--- src/rtl/taxi_dma_ram_rd_stream_if.sv ---
// Segmented DMA RAM read port: per-segment command and response handshakes.
// Every segment has its own valid/ready pair and moves independently of the others.
interface taxi_dma_ram_if #(
  parameter int SEGS       = 2,
  parameter int SEG_ADDR_W = 8,
  parameter int SEG_DATA_W = 64
) ();
  logic [SEGS-1:0][SEG_ADDR_W-1:0] rd_cmd_addr;
  logic [SEGS-1:0]                 rd_cmd_valid;
  logic [SEGS-1:0]                 rd_cmd_ready;
  logic [SEGS-1:0][SEG_DATA_W-1:0] rd_resp_data;
  logic [SEGS-1:0]                 rd_resp_valid;
  logic [SEGS-1:0]                 rd_resp_ready;

  modport rd_mst (
    output rd_cmd_addr, rd_cmd_valid, rd_resp_ready,
    input  rd_cmd_ready, rd_resp_data, rd_resp_valid
  );

  modport rd_slv (
    input  rd_cmd_addr, rd_cmd_valid, rd_resp_ready,
    output rd_cmd_ready, rd_resp_data, rd_resp_valid
  );
endinterface

--- src/rtl/taxi_dma_ram_rd_stream.sv ---
// Streams len full-width words out of the segmented DMA RAM, starting at a word address.
// SEGS/SEG_ADDR_W/SEG_DATA_W must match the parameters of the interface bound to dma_ram_rd.
module taxi_dma_ram_rd_stream #(
  parameter int FIFO_DEPTH = 8,
  parameter int LEN_W      = 16,
  parameter int SEGS       = 2,
  parameter int SEG_ADDR_W = 8,
  parameter int SEG_DATA_W = 64
) (
  input  logic                       clk,
  input  logic                       rst_n,
  input  logic [SEG_ADDR_W-1:0]      cmd_addr,
  input  logic [LEN_W-1:0]           cmd_len,
  input  logic                       cmd_valid,
  output logic                       cmd_ready,
  taxi_dma_ram_if.rd_mst             dma_ram_rd,
  output logic [SEGS*SEG_DATA_W-1:0] m_axis_tdata,
  output logic                       m_axis_tvalid,
  input  logic                       m_axis_tready,
  output logic                       m_axis_tlast,
  output logic                       busy,
  output logic                       done
);

  localparam int PTR_W = $clog2(FIFO_DEPTH);
  localparam int OUT_W = PTR_W + 1;

  typedef enum logic [1:0] {IDLE, ISSUE, DRAIN} state_t;

  state_t                     state_q, state_d;
  logic [SEG_ADDR_W-1:0]      addr_q, addr_d;
  logic [LEN_W-1:0]           len_q, len_d;
  logic [LEN_W-1:0]           issue_cnt_q, issue_cnt_d;
  logic [LEN_W-1:0]           out_cnt_q, out_cnt_d;
  logic [OUT_W-1:0]           outst_q, outst_d;
  logic [SEGS-1:0]            acc_q, acc_d;
  logic                       done_q, done_d;
  logic [SEGS-1:0][PTR_W:0]   wr_ptr_q, wr_ptr_d;
  logic [PTR_W:0]             rd_ptr_q, rd_ptr_d;
  logic [SEG_DATA_W-1:0]      mem_q [SEGS][FIFO_DEPTH];

  logic [SEGS-1:0] fifo_full, fifo_empty, push, acc_now;
  logic            pop, eligible, word_done;

  // All segment FIFOs pop together, so they share one read pointer.
  always_comb begin
    fifo_full  = '0;
    fifo_empty = '0;
    for (int n = 0; n < SEGS; n++) begin
      fifo_empty[n] = (wr_ptr_q[n] == rd_ptr_q);
      fifo_full[n]  = ((wr_ptr_q[n] ^ rd_ptr_q) == {1'b1, {PTR_W{1'b0}}});
    end
  end

  assign push                     = dma_ram_rd.rd_resp_valid & ~fifo_full;
  assign dma_ram_rd.rd_resp_ready = ~fifo_full;

  assign m_axis_tvalid = ~|fifo_empty;
  assign pop           = m_axis_tvalid & m_axis_tready;
  assign m_axis_tlast  = m_axis_tvalid && (out_cnt_q == len_q - LEN_W'(1));

  always_comb begin
    m_axis_tdata = '0;
    for (int n = 0; n < SEGS; n++) begin
      m_axis_tdata[n*SEG_DATA_W +: SEG_DATA_W] = mem_q[n][rd_ptr_q[PTR_W-1:0]];
    end
  end

  // Credit: never have more words in flight than one FIFO can absorb.
  assign eligible  = (state_q == ISSUE) && (outst_q < OUT_W'(FIFO_DEPTH));
  assign dma_ram_rd.rd_cmd_valid = eligible ? ~acc_q : '0;
  assign acc_now   = acc_q | (dma_ram_rd.rd_cmd_valid & dma_ram_rd.rd_cmd_ready);
  assign word_done = eligible && (&acc_now);

  always_comb begin
    for (int n = 0; n < SEGS; n++) begin
      dma_ram_rd.rd_cmd_addr[n] = addr_q;
    end
  end

  assign cmd_ready = (state_q == IDLE);
  assign busy      = (state_q != IDLE);
  assign done      = done_q;

  always_comb begin
    state_d     = state_q;
    addr_d      = addr_q;
    len_d       = len_q;
    issue_cnt_d = issue_cnt_q;
    out_cnt_d   = pop ? out_cnt_q + LEN_W'(1) : out_cnt_q;
    acc_d       = acc_q;
    done_d      = 1'b0;
    rd_ptr_d    = pop ? rd_ptr_q + (PTR_W+1)'(1) : rd_ptr_q;

    for (int n = 0; n < SEGS; n++) begin
      wr_ptr_d[n] = push[n] ? wr_ptr_q[n] + (PTR_W+1)'(1) : wr_ptr_q[n];
    end

    case ({word_done, pop})
      2'b10:   outst_d = outst_q + OUT_W'(1);
      2'b01:   outst_d = outst_q - OUT_W'(1);
      default: outst_d = outst_q;
    endcase

    case (state_q)
      IDLE: begin
        if (cmd_valid) begin
          if (cmd_len != '0) begin
            addr_d      = cmd_addr;
            len_d       = cmd_len;
            issue_cnt_d = '0;
            out_cnt_d   = '0;
            state_d     = ISSUE;
          end else begin
            done_d = 1'b1;
          end
        end
      end
      ISSUE: begin
        acc_d = acc_now;
        if (word_done) begin
          acc_d       = '0;
          addr_d      = addr_q + SEG_ADDR_W'(1);
          issue_cnt_d = issue_cnt_q + LEN_W'(1);
          if (issue_cnt_q + LEN_W'(1) == len_q) begin
            state_d = DRAIN;
          end
        end
      end
      DRAIN: begin
        if (out_cnt_d == len_q) begin
          done_d  = 1'b1;
          state_d = IDLE;
        end
      end
      default: state_d = IDLE;
    endcase
  end

  always_ff @(posedge clk) begin
    if (!rst_n) begin
      state_q     <= IDLE;
      addr_q      <= '0;
      len_q       <= '0;
      issue_cnt_q <= '0;
      out_cnt_q   <= '0;
      outst_q     <= '0;
      acc_q       <= '0;
      done_q      <= 1'b0;
      wr_ptr_q    <= '0;
      rd_ptr_q    <= '0;
    end else begin
      state_q     <= state_d;
      addr_q      <= addr_d;
      len_q       <= len_d;
      issue_cnt_q <= issue_cnt_d;
      out_cnt_q   <= out_cnt_d;
      outst_q     <= outst_d;
      acc_q       <= acc_d;
      done_q      <= done_d;
      wr_ptr_q    <= wr_ptr_d;
      rd_ptr_q    <= rd_ptr_d;
    end
  end

  // A response offered to a full FIFO means the credit accounting is broken.
  always_ff @(posedge clk) begin
    if (rst_n) begin
      assert (!(|(dma_ram_rd.rd_resp_valid & fifo_full)));
    end
  end

  always_ff @(posedge clk) begin
    for (int n = 0; n < SEGS; n++) begin
      if (push[n]) begin
        mem_q[n][wr_ptr_q[n][PTR_W-1:0]] <= dma_ram_rd.rd_resp_data[n];
      end
    end
  end

endmodule

--- src/flat_wrapper.sv ---
// flat-port wrapper written by rule: the top's interface ports become plain ports
module taxi_dma_ram_rd_stream_flat 
#(
  parameter int FIFO_DEPTH = 8,
  parameter int LEN_W      = 16,
  parameter int SEGS       = 2,
  parameter int SEG_ADDR_W = 8,
  parameter int SEG_DATA_W = 64
)
  (clk, rst_n, cmd_addr, cmd_len, cmd_valid, cmd_ready, m_axis_tdata, m_axis_tvalid, m_axis_tready, m_axis_tlast, busy, done, dma_ram_rd_rd_cmd_addr, dma_ram_rd_rd_cmd_valid, dma_ram_rd_rd_resp_ready, dma_ram_rd_rd_cmd_ready, dma_ram_rd_rd_resp_data, dma_ram_rd_rd_resp_valid);
  taxi_dma_ram_if #(.SEGS(SEGS), .SEG_ADDR_W(SEG_ADDR_W), .SEG_DATA_W(SEG_DATA_W)) dma_ram_rd_i ();
  input  logic clk;
  input  logic rst_n;
  input  logic [SEG_ADDR_W-1:0] cmd_addr;
  input  logic [LEN_W-1:0] cmd_len;
  input  logic cmd_valid;
  output logic cmd_ready;
  output logic [SEGS*SEG_DATA_W-1:0] m_axis_tdata;
  output logic m_axis_tvalid;
  input  logic m_axis_tready;
  output logic m_axis_tlast;
  output logic busy;
  output logic done;
  output wire logic [$bits(dma_ram_rd_i.rd_cmd_addr)-1:0] dma_ram_rd_rd_cmd_addr;
  output wire logic [$bits(dma_ram_rd_i.rd_cmd_valid)-1:0] dma_ram_rd_rd_cmd_valid;
  output wire logic [$bits(dma_ram_rd_i.rd_resp_ready)-1:0] dma_ram_rd_rd_resp_ready;
  input wire logic [$bits(dma_ram_rd_i.rd_cmd_ready)-1:0] dma_ram_rd_rd_cmd_ready;
  input wire logic [$bits(dma_ram_rd_i.rd_resp_data)-1:0] dma_ram_rd_rd_resp_data;
  input wire logic [$bits(dma_ram_rd_i.rd_resp_valid)-1:0] dma_ram_rd_rd_resp_valid;
  assign dma_ram_rd_rd_cmd_addr = dma_ram_rd_i.rd_cmd_addr;
  assign dma_ram_rd_rd_cmd_valid = dma_ram_rd_i.rd_cmd_valid;
  assign dma_ram_rd_rd_resp_ready = dma_ram_rd_i.rd_resp_ready;
  assign dma_ram_rd_i.rd_cmd_ready = dma_ram_rd_rd_cmd_ready;
  assign dma_ram_rd_i.rd_resp_data = dma_ram_rd_rd_resp_data;
  assign dma_ram_rd_i.rd_resp_valid = dma_ram_rd_rd_resp_valid;
  taxi_dma_ram_rd_stream #(.FIFO_DEPTH(FIFO_DEPTH), .LEN_W(LEN_W), .SEGS(SEGS), .SEG_ADDR_W(SEG_ADDR_W), .SEG_DATA_W(SEG_DATA_W)) u_core (.clk(clk), .rst_n(rst_n), .cmd_addr(cmd_addr), .cmd_len(cmd_len), .cmd_valid(cmd_valid), .cmd_ready(cmd_ready), .dma_ram_rd(dma_ram_rd_i), .m_axis_tdata(m_axis_tdata), .m_axis_tvalid(m_axis_tvalid), .m_axis_tready(m_axis_tready), .m_axis_tlast(m_axis_tlast), .busy(busy), .done(done));
endmodule
--- config.mk ---
export PLATFORM = sky130hd
export DESIGN_NAME = taxi_dma_ram_rd_stream_flat
export DESIGN_NICKNAME = d
export VERILOG_FILES = /design/src/rtl/taxi_dma_ram_rd_stream_if.sv /design/src/rtl/taxi_dma_ram_rd_stream.sv /design/src/flat_wrapper.sv
export SDC_FILE = /design/constraint.sdc
export NUM_CORES = 1
export LEC_CHECK = 0
export BUFFER_PORTS_ARGS = -buffer_cell sky130_fd_sc_hd__buf_2
export CAP_MARGIN = 20
export CORE_ASPECT_RATIO = 1.25
export CORE_MARGIN = 2
export CORE_UTILIZATION = 40
export DETAILED_ROUTE_END_ITERATION = 7
export PLACE_DENSITY_LB_ADDON = 0.25
export SLEW_MARGIN = 20
export SYNTH_ARGS = -nofsm -noshare
export SYNTH_HDL_FRONTEND = slang
export SYNTH_SLANG_ARGS = --single-unit
export TNS_END_PERCENT = 30
--- constraint.sdc ---
create_clock -name clk -period 14.6 [get_ports clk]
set_clock_uncertainty 0.2 [all_clocks]
set_input_delay 2.19 -clock clk [delete_from_list [all_inputs] [get_ports clk]]
set_output_delay 2.19 -clock clk [all_outputs]
set_load 0.005 [all_outputs]
==> flow_metrics.py, run 1 <==
metrics = {
    "grt": {
        "grt_max_degree": 108,
        "antenna_found_initial": 25,
        "grt.overflow.total": 0,
        "grt_pass1_vias": 22700,
        "grt_util_all_layers_pct": 17.2,
        "grt_first_pass_wirelength_um": 144000,
    },
    "finish": {
        "final_cells": 4018,
        "seqCellArea_sq_mm": 0.0323,
        "drive_gt1_share_pct": 35.8,
        "multi_input_area_sq_mm": 0.0108,
        "nFillCells": 9098,
        "area_growth_pct": 15.7,
        "fin_util_pct": 46.6,
        "fin_nets": 2654,
    },
    "critical_path": {
        "worst-path-buf-inv": 4,
        "slowest_stage": "buf_4",
        "path_cells": "buf_4, buf_4, buf_4, mux4_2, mux2_2, buf_2",
        "startpoint_type": "flip-flop",
        "crit_path_end_kind": "output pin",
        "worstPathArrival_ns": 4.82,
        "cpPeakStageDelay_ns": 0.93,
        "required_ns": 12.21,
        "cp_top_family": "buffers and inverters",
        "r2r_setup_slack_ns": 9.84,
        "crit_path_frequent_cell": "buf_4",
        "critPathKind": "flip-flop to output pin",
        "crit_fanout": 71,
    },
    "synth": {
        "synthDistinctLibCells": 65,
        "syn_inst": 2148,
        "synth_top_cell_area_share_pct": 70.7,
        "ys_ff_latch": 1101,
        "yosys-top-cells-area": "edfxtp_1, mux4_2, dfxtp_1",
        "synth_edf_count": 1024,
        "syn_nets": 2319,
        "ys.flop_type": "edfxtp_1",
        "yosysMostFrequentCell": "edfxtp_1",
        "yosysSeqAreaShare_pct": 74.2,
        "yosys_warnings": 0,
        "post-synth-top-area-cell": "edfxtp_1",
        "synth_commonest_cells": "edfxtp_1, mux4_2, mux2_2",
        "syn_area_sq_mm": 0.0435,
        "avgSynthCellArea_sq_um": 20.2,
        "async_reset_ff_share_pct": 0,
    },
    "clock_tree": {
        "tritoncts": "done",
        "postCtsSetupBuffers": 0,
        "cts_root_buf": "clkbuf_16",
        "htree_levels": 3,
        "cts_hold_buffers": 0,
        "insertion_delay_ns": 0.71,
        "cts_buffer_depth": 3,
        "cts.sinks": 1101,
        "clk_pin_slew_ns": 0.06,
        "cts_inserted_buffers": 108,
        "cts_resized": 0,
    },
    "route": {
        "wl_per_cell_um": 23.9,
        "initialDrtViolationCount": 1520,
        "dr_wl_met2_um": 48400,
        "wl_met3_um": 6920,
        "met1Wirelength_um": 38200,
        "postRouteAntennaNets": 0,
        "routed_wl_um": 96100,
        "vias": 21400,
        "drc": 0,
        "drtPass1Iterations": 5,
        "top_layer": "met5",
        "vias_per_cell": 5.32,
    },
    "sta": {
        "rsz0062_at_grt": "false",
        "hold_viol_final": 0,
        "worst_slew_pin_slew_ns": 1.11,
        "post-route-period-util_pct": 49.4,
        "slew_viol_final": 0,
        "timing.setup.tns_ns": 0,
        "post-route-min-period_ns": 7.21,
        "layout_setup_ws_ns": 7.39,
        "maxSlewHeadroom_pct": 26.1,
        "fmax_mhz": 139,
        "setup_viol": 0,
    },
    "run_status": {
        "status": "complete, no violations",
    },
    "power": {
        "seq_power_share_pct": 51.6,
        "power.total_mw": 6.91,
        "p_clk_share_pct": 40.6,
        "p_comb_share_pct": 7.8,
        "sw_frac_of_total_pct": 21.8,
        "peakVddDrop_uv": 107,
        "internal-power_mw": 5.41,
        "powerDensity_mw_per_mm2": 137,
        "p_leak_nw": 16.1,
        "switching_power_mw": 1.51,
    },
    "floorplanning": {
        "die_h_um": 373,
        "die_width_um": 299,
        "row_count": 135,
        "dieArea_sq_mm": 0.111,
        "core_area_sq_mm": 0.108,
        "floorplan.initialDensity_pct": 40.2,
        "ioPinCount": 313,
    },
    "placed_design": {
        "place_congestion": 0.805,
        "hpwl_um": 55000,
        "placedCellCount": 3811,
        "port_buffers": 312,
        "pre_cts_ws_ns": 7.96,
    },
    "min_path": {
        "hold_class": "flip-flop to flip-flop",
    },
    "run": {
        "maxCapViolations": 0,
    },
}
[area by class of cell]
| class | count | area share (%) |
|---|---|---|
| sequential | 1101 | 64.2 |
| multi-input combinational | 912 | 21.4 |
| clock buffer | 130 | 5.53 |
| timing repair buffer | 346 | 3.63 |
| tap | 1438 | 3.57 |
| clock inverter | 75 | 1.60 |
| inverter | 14 | 0.109 |
| antenna | 2 | 0.00994 |
[power groups by stage]
stage | Clock (mW) | Combinational (mW) | Sequential, mW
finish | 2.81 | 0.540 | 3.57
CTS | 2.88 | 0.554 | 3.57
global placement | 0 | 0.541 | 3.63
detailed placement | 0 | 0.552 | 3.64
global route | 3.00 | 0.592 | 3.57
floorplan | 0 | 0.346 | 3.62
[flip-flops by register name (all words and copies together) (netlist names), 4 cells and up]
register / flops
u_core.wr_ptr_q: 8
u_core.len_q: 16
u_core.issue_cnt_q: 16
u_core.mem_q: 1024
u_core.outst_q: 4
u_core.addr_q: 8
u_core.out_cnt_q: 16
u_core.rd_ptr_q: 4
[worst reg2reg max path, stage by stage (launching register included)]
cell and delay (ns):
dfxtp_4 0.74, buf_4 0.74, xnor2_1 0.26, nand4_1 0.25
and2_1 0.30, nand2b_1 0.25, nor2_4 0.79, buf_4 0.81
[stage by stage]
step | hold slack [ns] | cell area, sq um
after detailed placement | 0.316 | 46800
after CTS | 0.324 | 50300
after global placement | 0.291 | 46800
after floorplan | 0.269 | 43500
after global routing | 0.347 | 50300
final | 0.326 | 50300
[cell families after synthesis]
kind of cell / synth area share, %
fa+ha+maj: 0.334
simple gates: 3.79
flops: 74.2
mux: 17.1
compound gates: 1.47
xor+xnor: 1.85
buf+inv: 1.27
[routing by layer]
metal  up-vias  GRT usage [%]
met1     11200           21.2
met5         -              0
met2       576           29.3
met4        34           5.37
li1       9428              -
met3       169           4.76
[path summary, 6_finish.rpt]
check                                            end                                from  cells past startpoint
hold / removal    u_core.issue_cnt_q[8]$_SDFFE_PN0P_  u_core.issue_cnt_q[8]$_SDFFE_PN0P_                      1
hold reg to reg   u_core.issue_cnt_q[8]$_SDFFE_PN0P_  u_core.issue_cnt_q[8]$_SDFFE_PN0P_                      1
setup reg to reg      u_core.mem_q[0][371]$_DFFE_PP_     u_core.rd_ptr_q[0]$_SDFFE_PN0N_                      7
setup / recovery                    m_axis_tdata[53]     u_core.rd_ptr_q[1]$_SDFFE_PN0N_                      6
[cell usage in the layout (no fill, tap or decap), types with 14 or more instances in the layout]
cell type     n
edfxtp_1   1024
buf_2       312
mux4_2      256
mux2_2      128
clkbuf_16   108
dfxtp_1      74
xnor2_1      60
nor2_1       54
nand2_1      48
buf_4        33
xor2_1       32
nor2b_1      32
a21oi_1      29
o21ai_0      28
and2_1       26
nand3_1      23
clkbuf_1     22
mux2i_1      21
clkinv_1     21
nor3_1       20
clkinv_2     19
and3_1       16
bufinv_16    14
No activity file was read; power rests on OpenSTA's default activity.
==> run 2: changes to the inputs <==
ABC_AREA = 1   (was default)
clock period = 6.2 ns   (was 14.6 ns; I/O delays follow)
==> flow_metrics.py, run 2 <==
metrics = {
    "finish": {
        "fin_area_sq_mm": 0.0511,
        "drive_gt1_share_pct": 14.2,
        "largest_register_ffs": 1024,
        "fin_nets": 4138,
        "final_cell_mix": "edfxtp_1, nor2_1, o21ai_0, buf_2, nand2_1",
        "final_common_cell": "edfxtp_1",
        "fin_util_pct": 46.4,
        "area_growth_pct": 14.7,
    },
    "floorplanning": {
        "die_h_um": 377,
        "row_count": 136,
        "dieArea_sq_mm": 0.114,
        "core_area_sq_mm": 0.110,
        "floorplan.initialDensity_pct": 40.4,
        "ioPinCount": 313,
        "die_width_um": 302,
    },
    "min_path": {
        "hp-start": "cmd_addr[0]",
        "hold_class": "input pin to flip-flop",
    },
    "critical_path": {
        "required_ns": 5.07,
        "cp_top_family": "buffers and inverters",
        "crit_path_end_kind": "output pin",
        "crit_fanout": 220,
        "slowest_stage": "buf_12",
        "path_cells": "inv_8, buf_12, o21ai_0, o22ai_1, nor2_1, a31oi_1, buf_2",
        "startpoint_type": "flip-flop",
        "worstPathArrival_ns": 3.99,
        "critPathKind": "flip-flop to output pin",
        "cpPeakStageDelay_ns": 0.69,
        "r2r-start": "u_core.rd_ptr_q[0]$_SDFFE_PN0N_",
        "setup.worst_path.start": "u_core.rd_ptr_q[0]$_SDFFE_PN0N_",
        "worst-path-buf-inv": 3,
    },
    "synth": {
        "yosysSeqAreaShare_pct": 72.6,
        "synth_top_cell_area_share_pct": 69.1,
        "syn_inst": 3737,
        "synth_top_family_by_area": "simple AND/OR/NAND/NOR gates",
        "yosys.area_share.simple_pct": 12.0,
        "syn_nets": 3908,
        "yosys_warnings": 0,
        "avgSynthCellArea_sq_um": 11.9,
        "post-synth-top-area-cell": "edfxtp_1",
        "ys_ff_latch": 1101,
        "synth_xor_area_share_pct": 1.04,
        "ys.flop_type": "edfxtp_1",
        "yosys.area_share.adder_pct": 0.326,
        "synth-compound-area-share_pct": 11.0,
        "yosysMostFrequentCell": "edfxtp_1",
        "synthDistinctLibCells": 43,
        "synth_edf_count": 1024,
        "async_reset_ff_share_pct": 0,
        "yosys-top-cells-area": "edfxtp_1, nor2_1, o21ai_0",
        "syn_area_sq_mm": 0.0445,
        "synth_commonest_cells": "edfxtp_1, nor2_1, o21ai_0",
        "synthMuxAreaShare_pct": 0,
    },
    "route": {
        "wl_per_cell_um": 19.7,
        "vias": 28800,
        "postRouteAntennaNets": 0,
        "initialDrtViolationCount": 1885,
        "drc": 0,
        "routed_wl_um": 109000,
        "vias_per_cell": 5.23,
        "drtPass1Iterations": 5,
    },
    "sta": {
        "setup_viol": 0,
        "slew_viol_final": 0,
        "worst_slew_pin_slew_ns": 1.12,
        "maxSlewHeadroom_pct": 25.5,
        "hold_slack_ns": 0.261,
        "post-route-min-period_ns": 5.12,
        "rsz0062_at_grt": "false",
        "hold_viol_final": 0,
        "timing.setup.tns_ns": 0,
        "fmax_mhz": 195,
        "post-route-period-util_pct": 82.6,
        "layout_setup_ws_ns": 1.08,
    },
    "clock_tree": {
        "cts_hold_buffers": 0,
        "htree_levels": 3,
        "cts_inserted_buffers": 109,
        "clk_pin_slew_ns": 0.06,
        "cts_resized": 0,
        "tritoncts": "done",
        "insertion_delay_ns": 0.72,
        "cts_root_buf": "clkbuf_16",
        "cts_buffer_depth": 3,
        "postCtsSetupBuffers": 0,
        "cts.sinks": 1101,
    },
    "run_status": {
        "status": "complete, no violations",
    },
    "grt": {
        "grt_pass1_vias": 28100,
        "grt_util_all_layers_pct": 18.8,
        "grt.overflow.total": 0,
        "grt_max_degree": 221,
        "grt_first_pass_wirelength_um": 164000,
        "antenna_found_initial": 33,
    },
    "placed_design": {
        "post_dp_cell_area_sq_mm": 0.0475,
        "hpwl_um": 58400,
        "port_buffers": 312,
        "pre_cts_ws_ns": 1.92,
        "place_congestion": 0.822,
    },
    "power": {
        "p_leak_nw": 17.6,
        "peakVddDrop_uv": 265,
        "powerDensity_mw_per_mm2": 335,
    },
    "run": {
        "maxCapViolations": 0,
    },
}
-- run 2: final timing paths --
kind                            depth (start not counted)  slack [ns]                                   to
worst max register to register                         17        2.27       u_core.outst_q[3]$_SDFFE_PN0P_
worst max-delay path                                    7        1.08                     m_axis_tdata[87]
worst min-delay path                                    3        0.26        u_core.addr_q[0]$_SDFFE_PN0P_
worst min register to register                          2        0.28  u_core.issue_cnt_q[14]$_SDFFE_PN0P_
-- run 2: per-stage QoR --
stage               cells  power [mW]
CTS                  5502        17.3
global route         5508        17.8
finish               5512        17.1
floorplan            3737        9.88
detailed placement   5305        10.8
global placement     5305        10.7
-- run 2: worst reg2reg max path, delay by kind of cell (launching register included) --
family / cells / cell delay, ns
AO/OA/AOI/OAI: 3 / 0.42
adder cells (fa/ha/maj): 2 / 0.58
buffers and inverters: 2 / 0.52
flip-flops: 1 / 0.80
AND/OR/NAND/NOR: 10 / 1.32
-- run 2: kinds of logic (layout without fill, tap and decap cells) --
logic type,Yosys count,count (layout)
adder cells (fa/ha/maj),11,11
XOR/XNOR,48,48
buffers and inverters,337,653
flip-flops,1101,1101
AND/OR/NAND/NOR,1345,1345
other,0,10
AO/OA/AOI/OAI,895,895
-- run 2: area by class of cell --
type | instances | area [sq um]
Sequential cell | 1101 | 32300
Timing Repair Buffer | 352 | 2060
Clock buffer | 123 | 2820
Antenna cell | 10 | 25.0
Tap cell | 1449 | 1810
Multi-Input combinational cell | 2299 | 10900
Clock inverter | 74 | 687
Inverter | 104 | 413
Fill cell | 9840 | 59000
-- run 2: power by group --
group          internal, mW  total (mW)  switching [mW]
clock network          3.72        6.52            2.79
registers              8.31        8.41          0.0999
logic                 0.706        2.16            1.45
total                  12.7        17.1            4.35
-- run 2: metal layers --
layer | track usage (%) | routed length (um) | vias up
met5 | 0 | 231 | -
met4 | 6.87 | 2880 | 38
met3 | 4.51 | 7040 | 208
met2 | 31.8 | 53000 | 654
met1 | 23.4 | 45600 | 14100
li1 | - | - | 13900
